===== src/rtl/uno_coef_seq.sv =====
// Coefficient sequencer for the unary (div/exp/log) PE chain.
// Each request streams one bank of polynomial coefficients, highest index first.
module uno_coef_seq #(
    parameter int MUL_BW = 16,
    parameter int TERMS  = 8
) (
    input  logic                        clk,
    input  logic                        rst_n,
    input  logic                        in_valid,
    output logic                        in_ready,
    input  logic [1:0]                  in_op,
    input  logic signed [MUL_BW-1:0]    in_x,
    input  logic [$clog2(TERMS)-1:0]    in_nterms,
    input  logic                        cfg_we,
    input  logic [1:0]                  cfg_op,
    input  logic [$clog2(TERMS)-1:0]    cfg_idx,
    input  logic signed [MUL_BW-1:0]    cfg_data,
    output logic                        out_valid,
    input  logic                        out_ready,
    output logic [1:0]                  gemm_uno_o,
    output logic signed [MUL_BW-1:0]    x_o,
    output logic signed [MUL_BW-1:0]    wc_o,
    output logic                        last_o,
    output logic                        done,
    output logic                        err
);
    localparam int IW = $clog2(TERMS);

    typedef enum logic {S_IDLE = 1'b0, S_RUN = 1'b1} state_e;

    state_e                   state_q;
    logic [1:0]               op_q;
    logic signed [MUL_BW-1:0] x_q;
    logic signed [MUL_BW-1:0] wc_q;
    logic [IW-1:0]            k_q;
    logic                     valid_q;
    logic                     last_q;
    logic                     done_q;
    logic                     err_q;
    logic signed [MUL_BW-1:0] coef_q [0:2][0:TERMS-1];

    logic                     cfg_ok_s;
    logic                     cfg_err_s;
    logic                     accept_s;
    logic                     illegal_s;
    logic                     beat_hs_s;
    logic [1:0]               nxt_op_s;
    logic [IW-1:0]            nxt_k_s;
    logic signed [MUL_BW-1:0] rd_wc_s;
    logic signed [MUL_BW-1:0] nxt_wc_s;

    assign in_ready   = (state_q == S_IDLE);
    assign out_valid  = valid_q;
    assign gemm_uno_o = op_q;
    assign x_o        = x_q;
    assign wc_o       = wc_q;
    assign last_o     = last_q;
    assign done       = done_q;
    assign err        = err_q;

    // Classify this cycle's cfg write and request; look up the next beat's coefficient
    always_comb begin
        cfg_ok_s  = 1'b0;
        cfg_err_s = 1'b0;
        if (!cfg_we) begin
            cfg_ok_s = 1'b0;
        end else if (cfg_op == 2'b00) begin
            cfg_err_s = 1'b1;
        end else if ((state_q == S_RUN) && (cfg_op == op_q)) begin
            cfg_err_s = 1'b1;
        end else begin
            cfg_ok_s = 1'b1;
        end

        accept_s  = (state_q == S_IDLE) && in_valid && (in_op != 2'b00);
        illegal_s = (state_q == S_IDLE) && in_valid && (in_op == 2'b00);
        beat_hs_s = (state_q == S_RUN) && out_ready;

        // in_nterms==0 wraps to TERMS-1, which is exactly the TERMS-term start index
        if (accept_s) begin
            nxt_op_s = in_op;
            nxt_k_s  = in_nterms - IW'(1);
        end else begin
            nxt_op_s = op_q;
            nxt_k_s  = k_q - IW'(1);
        end

        case (nxt_op_s)
            2'b01:   rd_wc_s = coef_q[0][nxt_k_s];
            2'b10:   rd_wc_s = coef_q[1][nxt_k_s];
            2'b11:   rd_wc_s = coef_q[2][nxt_k_s];
            default: rd_wc_s = {MUL_BW{1'b0}};
        endcase

        // A write landing on the acceptance edge must be visible to the first beat
        nxt_wc_s = (cfg_ok_s && (cfg_op == nxt_op_s) && (cfg_idx == nxt_k_s)) ? cfg_data : rd_wc_s;
    end

    // Coefficient banks, one per unary op
    always_ff @(posedge clk or negedge rst_n) begin
        if (!rst_n) begin
            for (int b = 0; b < 3; b++) begin
                for (int i = 0; i < TERMS; i++) begin
                    coef_q[b][i] <= {MUL_BW{1'b0}};
                end
            end
        end else if (cfg_ok_s) begin
            case (cfg_op)
                2'b01:   coef_q[0][cfg_idx] <= cfg_data;
                2'b10:   coef_q[1][cfg_idx] <= cfg_data;
                2'b11:   coef_q[2][cfg_idx] <= cfg_data;
                default: ;
            endcase
        end
    end

    // Sequencer FSM with registered beat outputs
    always_ff @(posedge clk or negedge rst_n) begin
        if (!rst_n) begin
            state_q <= S_IDLE;
            op_q    <= 2'b00;
            x_q     <= {MUL_BW{1'b0}};
            wc_q    <= {MUL_BW{1'b0}};
            k_q     <= {IW{1'b0}};
            valid_q <= 1'b0;
            last_q  <= 1'b0;
            done_q  <= 1'b0;
            err_q   <= 1'b0;
        end else begin
            done_q <= 1'b0;
            err_q  <= illegal_s | cfg_err_s;
            case (state_q)
                S_IDLE: begin
                    if (accept_s) begin
                        state_q <= S_RUN;
                        op_q    <= in_op;
                        x_q     <= in_x;
                        k_q     <= nxt_k_s;
                        wc_q    <= nxt_wc_s;
                        valid_q <= 1'b1;
                        last_q  <= (nxt_k_s == {IW{1'b0}});
                    end
                end
                S_RUN: begin
                    if (beat_hs_s && (k_q == {IW{1'b0}})) begin
                        state_q <= S_IDLE;
                        op_q    <= 2'b00;
                        x_q     <= {MUL_BW{1'b0}};
                        wc_q    <= {MUL_BW{1'b0}};
                        k_q     <= {IW{1'b0}};
                        valid_q <= 1'b0;
                        last_q  <= 1'b0;
                        done_q  <= 1'b1;
                    end else if (beat_hs_s) begin
                        k_q    <= nxt_k_s;
                        wc_q   <= nxt_wc_s;
                        last_q <= (nxt_k_s == {IW{1'b0}});
                    end
                end
                default: state_q <= S_IDLE;
            endcase
        end
    end
endmodule


===== config.mk =====
export PLATFORM = sky130hd
export DESIGN_NAME = uno_coef_seq
export DESIGN_NICKNAME = d
export VERILOG_FILES = /design/src/rtl/uno_coef_seq.sv
export SDC_FILE = /design/constraint.sdc
export NUM_CORES = 1
export LEC_CHECK = 0
export CORE_ASPECT_RATIO = 0.7
export CORE_MARGIN = 3
export CORE_UTILIZATION = 60
export DETAILED_ROUTE_END_ITERATION = 16
export GPL_TIMING_DRIVEN = 0
export HOLD_SLACK_MARGIN = 0.05
export PLACE_DENSITY = 0.79
export SLEW_MARGIN = 20
export SYNTH_ARGS = -nofsm -noshare
export SYNTH_HDL_FRONTEND = slang
export SYNTH_SLANG_ARGS = --single-unit
export TNS_END_PERCENT = 10

===== constraint.sdc =====
create_clock -name clk -period 4.55 [get_ports clk]
set_input_delay 1.365 -clock clk [delete_from_list [all_inputs] [get_ports clk]]
set_output_delay 1.365 -clock clk [all_outputs]
set_load 0.01 [all_outputs]

# Word-level counts from Yosys, hierarchy flattened
# Cells that the tools add are included.
# word_totals
ff_bits	426
input_bits	47
output_inout_bits	39
wordCells	122
# op_classes
add_sub_neg	2
n_lt_le_gt_ge	3
eq_ne	12
mux	49
bitwise	4
n_reduce_logical	19
# op_table
cell	count
$bwmux W128	3
$mux W16	13
$bmux W16 S3	3
$pmux W16 S2	2
$demux W16 S3	1
$pmux W16 S3	1
$mux W1	15
$mux W3	4
$reduce_and A2 Y1	5
$logic_and A1 B1 Y1	9
$eq A2 B2 Y1 const B	4
$ge A4 B4 Y1 const B	2
$not A3 Y4	2
$logic_not A3 Y1	2
$pmux W1 S2	3
$pmux W3 S2	1
$sub A3 B1 Y3 const B	2
$eq A2 B1 Y1 const B	2
$eq A2 B2 Y1	2
$logic_not A2 Y1	2
$lt A4 B1 Y1 const B	1
$mux W2	2
$ne A2 B1 Y1 const B	2
$pmux W2 S2	1
other kinds (5)	5

# Depth between registers and ports, before layout
# logic_depth
ltp_word	13
mapped_depth	19
ltp_nobuf	12

# Worst setup path before layout
# OpenSTA, ideal clock, no wires.
# synth_path
path_type	input port to flip-flop
from	input in_op[0]
to	register wc_q[3], in the netlist wc_o[3]
setup_ns	0.153
t_arrival_ns	4.448
required_ns	4.397
setup_slack_ns	-0.050
stages	18
n_path_buf	6
path_cell_list	or2_1 clkbuf_1 nand3_2 nand2_4 inv_1 buf_2 buf_2 ha_1 xnor2_1 or3_1 buf_2 nand2_2 buf_4 buf_4 mux2i_1 a22oi_1 a211oi_1 o221ai_1
# synth_between
elab_chain_len	12
# synth_lines
element	line_no	source
from (decl)	11	input logic [1:0] in_op,
$reduce_bool A2 Y1	75	accept_s = (state_q == S_IDLE) && in_valid && (in_op != 2'b00);
$logic_and A1 B1 Y1	75	
$mux W3	80	if (accept_s) begin
$not A3 Y4 (implied by the code)	89, 90, 91	
$bmux W16 S3, on equally long branches	91, 89, 90	
$mux W16, on equally long branches (2 in a row)	91, 89, 90	
$pmux W16 S3	88	case (nxt_op_s)
$mux W16	96	nxt_wc_s = (cfg_ok_s && (cfg_op == nxt_op_s) && (cfg_idx == nxt_k_s)) ? cfg_data : rd_wc_s;
$mux W16	154	end else if (beat_hs_s) begin
$mux W16	145	if (beat_hs_s && (k_q == {IW{1'b0}})) begin
$pmux W16 S2	132	case (state_q)
to (signal assigned)	139	wc_q <= nxt_wc_s;
to (signal assigned)	149	wc_q <= {MUL_BW{1'b0}};
to (signal assigned)	156	wc_q <= nxt_wc_s;
to (decl)	34	logic signed [MUL_BW-1:0] wc_q;
# Several ways; a longest one is shown, not always the timed one. The select of a mux whose other input is x is not followed.
# A chain may end at the register's enable or synchronous reset.

# Worst setup path in the final report
# layout_path
from	input in_op[1]
to	register wc_q[1], in the netlist wc_o[1]
# The elaborated chain is that of the path after synthesis.

==> impl_metrics.env <==
export IMPL_layout_common_cells="dfrtp_1, nand2_1, mux2_2"
export IMPL_synth_seq_area_share_pct=55.00
export IMPL_cp_startpoint="in_op[1]"
export IMPL_yosys_area_top_type="dfrtp_1"
export IMPL_cts_sinks=426
export IMPL_hold_violations=0
export IMPL_r2r_end="wc_o[1]"
export IMPL_cts_buffer_depth=3
export IMPL_synth_edff_count=0
export IMPL_core_area_mm2=0.03149
export IMPL_ctsHoldBuffers=0
export IMPL_rsz0062_at_grt="yes"
export IMPL_crit_path_max_fanout=10
export IMPL_grt_pass1_vias=15295
export IMPL_path_class="in -> reg"
export IMPL_worst_pin_slew_ps=1100
export IMPL_p_leak_nw=10.01
export IMPL_syn_area_per_cell_um2=11.91
export IMPL_status="complete, but fails checks"
export IMPL_worst_r2r_cell_count=14
export IMPL_dp_slack_ps=-2243
export IMPL_synthCells=1627
export IMPL_grt_max_degree=101
export IMPL_p_per_area_mw_per_mm2=679.6
export IMPL_vias=15277
export IMPL_design_die_area_mm2=0.03453
export IMPL_ys_types=68
export IMPL_grt_use_met2_pct=51.78
export IMPL_cts_tree="yes"
export IMPL_reg2reg_from="state_q"
export IMPL_syn_area_mm2=0.01938
export IMPL_drt_vias_per_instance=6.925
export IMPL_drv_slew=0
export IMPL_grt_pass1_wl_mm=97.30
export IMPL_endpoint_kind="flip-flop"
export IMPL_endpoint="wc_o[1]"
export IMPL_violations="setup timing"
export IMPL_post_drt_wl_per_cell_um=29.64
export IMPL_initial_core_util_pct=61.56
export IMPL_diodes=0
export IMPL_max_freq_mhz=219.2
export IMPL_ant_nets=0
export IMPL_place_hpwl_mm=43.68
export IMPL_numCtsBuffers=40
export IMPL_peakVddDrop_uv=471.7
export IMPL_antenna_found_initial=1
export IMPL_fp_dieH_um=156.4
export IMPL_fin_crit_sh_pct=100.3
export IMPL_io_buffers=82
export IMPL_r2r_slack_ps=460
export IMPL_finalWorstSetupSlack_ps=-12.51
export IMPL_skew_ps=25.06
export IMPL_drt_total_wl_mm=65.39
export IMPL_clk_latency_ps=560
export IMPL_grt_usage_pct=37.82
export IMPL_ys_flop_type="dfrtp_1"
export IMPL_drive_gt1_share_pct=25.53
export IMPL_htree_levels=2
export IMPL_ios=86
export IMPL_yosysWarnings=0
export IMPL_nFillCells=2131
export IMPL_relSlewSlack_pct=26.65
export IMPL_grt_busiest_layer="met1"
export IMPL_synth_nets=1676
export IMPL_drc=0
export IMPL_overflow=0
export IMPL_ctsRootBufferMaster="clkbuf_16"
export IMPL_critPathRequiredTime_ps=5020
export IMPL_drt_initial_drc_count=2571
export IMPL_finalSetupViolCount=2
export IMPL_cts_clk_slew_worst_paths_ps=60
export IMPL_arrival_ps=5030
export IMPL_synth_ff_latch_count=426
export IMPL_cap_violations=0
export IMPL_nNetsFinal=1808
export IMPL_grtUsageMet1_pct=52.42
export IMPL_final_common_cell="dfrtp_1"
export IMPL_first_pass_iters=6
export IMPL_ys_async_sr_fraction_pct=100.0
export IMPL_final_min_clock_period_ps=4563
export IMPL_area_growth_pct=17.40
export IMPL_finalWeightedCongestion=0.9616
export IMPL_total_power_mw=15.46
export IMPL_met3_usage_pct=17.91
export IMPL_synth_top_area_share_pct=55.00
export IMPL_die_w_um=220.8
export IMPL_hold_path_class="reg -> reg"
export IMPL_synthTopCellsByArea="dfrtp_1, mux2_2, mux4_2"
export IMPL_fp_row_count=54
export IMPL_min_path_cells=2
export IMPL_worstSetupStartpointType="input pin"
[power by group]
part | internal (mW) | total, mW | leakage [nW] | switching, mW
Sequential | 4.80 | 5.43 | 5.53 | 0.632
Clock | 1.93 | 3.41 | 0.640 | 1.48
Combinational | 2.82 | 6.62 | 3.84 | 3.80
Total | 9.55 | 15.5 | 10.0 | 5.91
[state kept, by name (all words and copies together), names as in the netlist]
name        cells
done            1
out_valid       1
state_q         1
k_q             3
x_o            16
coef_q        384
wc_o           16
last_o          1
gemm_uno_o      2
err             1
[final cells by class]
cell class | count | area, um2 | share of cell area (%)
flip-flops and latches | 426 | 10660 | 46.85
multi-input cells | 1040 | 8457 | 37.17
clock buffers | 58 | 1149 | 5.048
repair buffers | 93 | 988.4 | 4.344
plain buffers | 138 | 747.0 | 3.283
well taps | 420 | 525.5 | 2.310
clock inverters | 11 | 145.1 | 0.6379
inverters | 20 | 81.33 | 0.3574
[kinds of logic (layout without fill, tap and decap cells)]
group	Yosys count	after routing	synth area share (%)
AO/OA/AOI/OAI	332	332	11.07
XOR/XNOR	3	3	0.1356
adder cells (fa/ha/maj)	2	2	0.1291
buffers and inverters	161	320	3.551
flip-flops	426	426	55.00
multiplexers	306	306	21.14
AND/OR/NAND/NOR	397	397	8.980
[critical path: stages]
cell,delay [ps]
dlygate4sd2_1,300
or2_4,310
nand3_4,150
nand2_8,120
buf_12,200
buf_6,170
buf_4,190
ha_2,440
clkbuf_4,360
nor2_4,120
a311oi_1,780
a211oi_1,260
o221ai_1,220
[layer usage]
| layer | vias to the layer above | part of all wire, % |
|---|---|---|
| met2 | 1206 | 41 |
| met3 | 247 | 16 |
| met4 | 2 | 4.7 |
| li1 | 6113 | - |
| met1 | 7709 | 39 |
| met5 | - | 0.020 |
[stage by stage]
stage | cells | area, um2 | hold WS [ps] | util, % | setup TNS, ps
finish | 2206 | 22750 | 483.1 | 72.27 | -16.65
global route | 2206 | 22750 | 501.5 | 72.27 | 0
CTS | 2205 | 22710 | 482.7 | 72.12 | 0
detailed placement | 2133 | 20850 | 467.2 | 66.22 | -40490
global placement | 2129 | 20730 | 457.0 | 65.84 | -6881700
floorplan | 1627 | 19380 | 441.8 | - | -5.831
[worst min path at each step]
stage	startpoint	endpoint	slack (ps)
2_1_floorplan	coef_q[107]	coef_q[107]	440
3_3_place_gp	coef_q[352]	coef_q[352]	460
3_5_place_dp	out_valid	out_valid	470
4_1_cts	coef_q[338]	coef_q[338]	480
5_1_grt	coef_q[337]	coef_q[337]	500
6_report	coef_q[244]	coef_q[244]	480
[repair_timing]
action                     in CTS  in global routing
gates cloned                    0                  0
pin swaps                      14                  2
setup endpoints to repair      17                 16
buffers inserted                5                  2
resized for setup             124                 15
[cell usage after synthesis, types with 2 or more instances]
cell / instances
clkbuf_1: 112
a21boi_0: 2
xnor2_1: 3
nand2_1: 279
mux2_2: 216
ha_1: 2
o22ai_1: 3
buf_6: 6
inv_1: 19
buf_4: 5
and3_1: 25
nor2_2: 2
a2bb2oi_1: 2
nor2b_1: 5
or3_1: 3
nor4_1: 2
a211oi_1: 34
a22o_1: 28
nor3b_1: 6
o221ai_1: 15
buf_2: 16
a22oi_1: 16
a21oi_1: 7
nor3_1: 4
o32ai_1: 3
dfrtp_1: 426
mux4_2: 61
a21o_1: 2
nand3b_1: 5
or4_1: 3
a311oi_1: 13
a2111oi_0: 6
o21ai_0: 181
a31oi_1: 4
nor2_1: 24
nand3_1: 24
or2_2: 2
buf_1: 2
o211ai_1: 2
mux2i_1: 29
No activity file was read; power rests on OpenSTA's default activity.
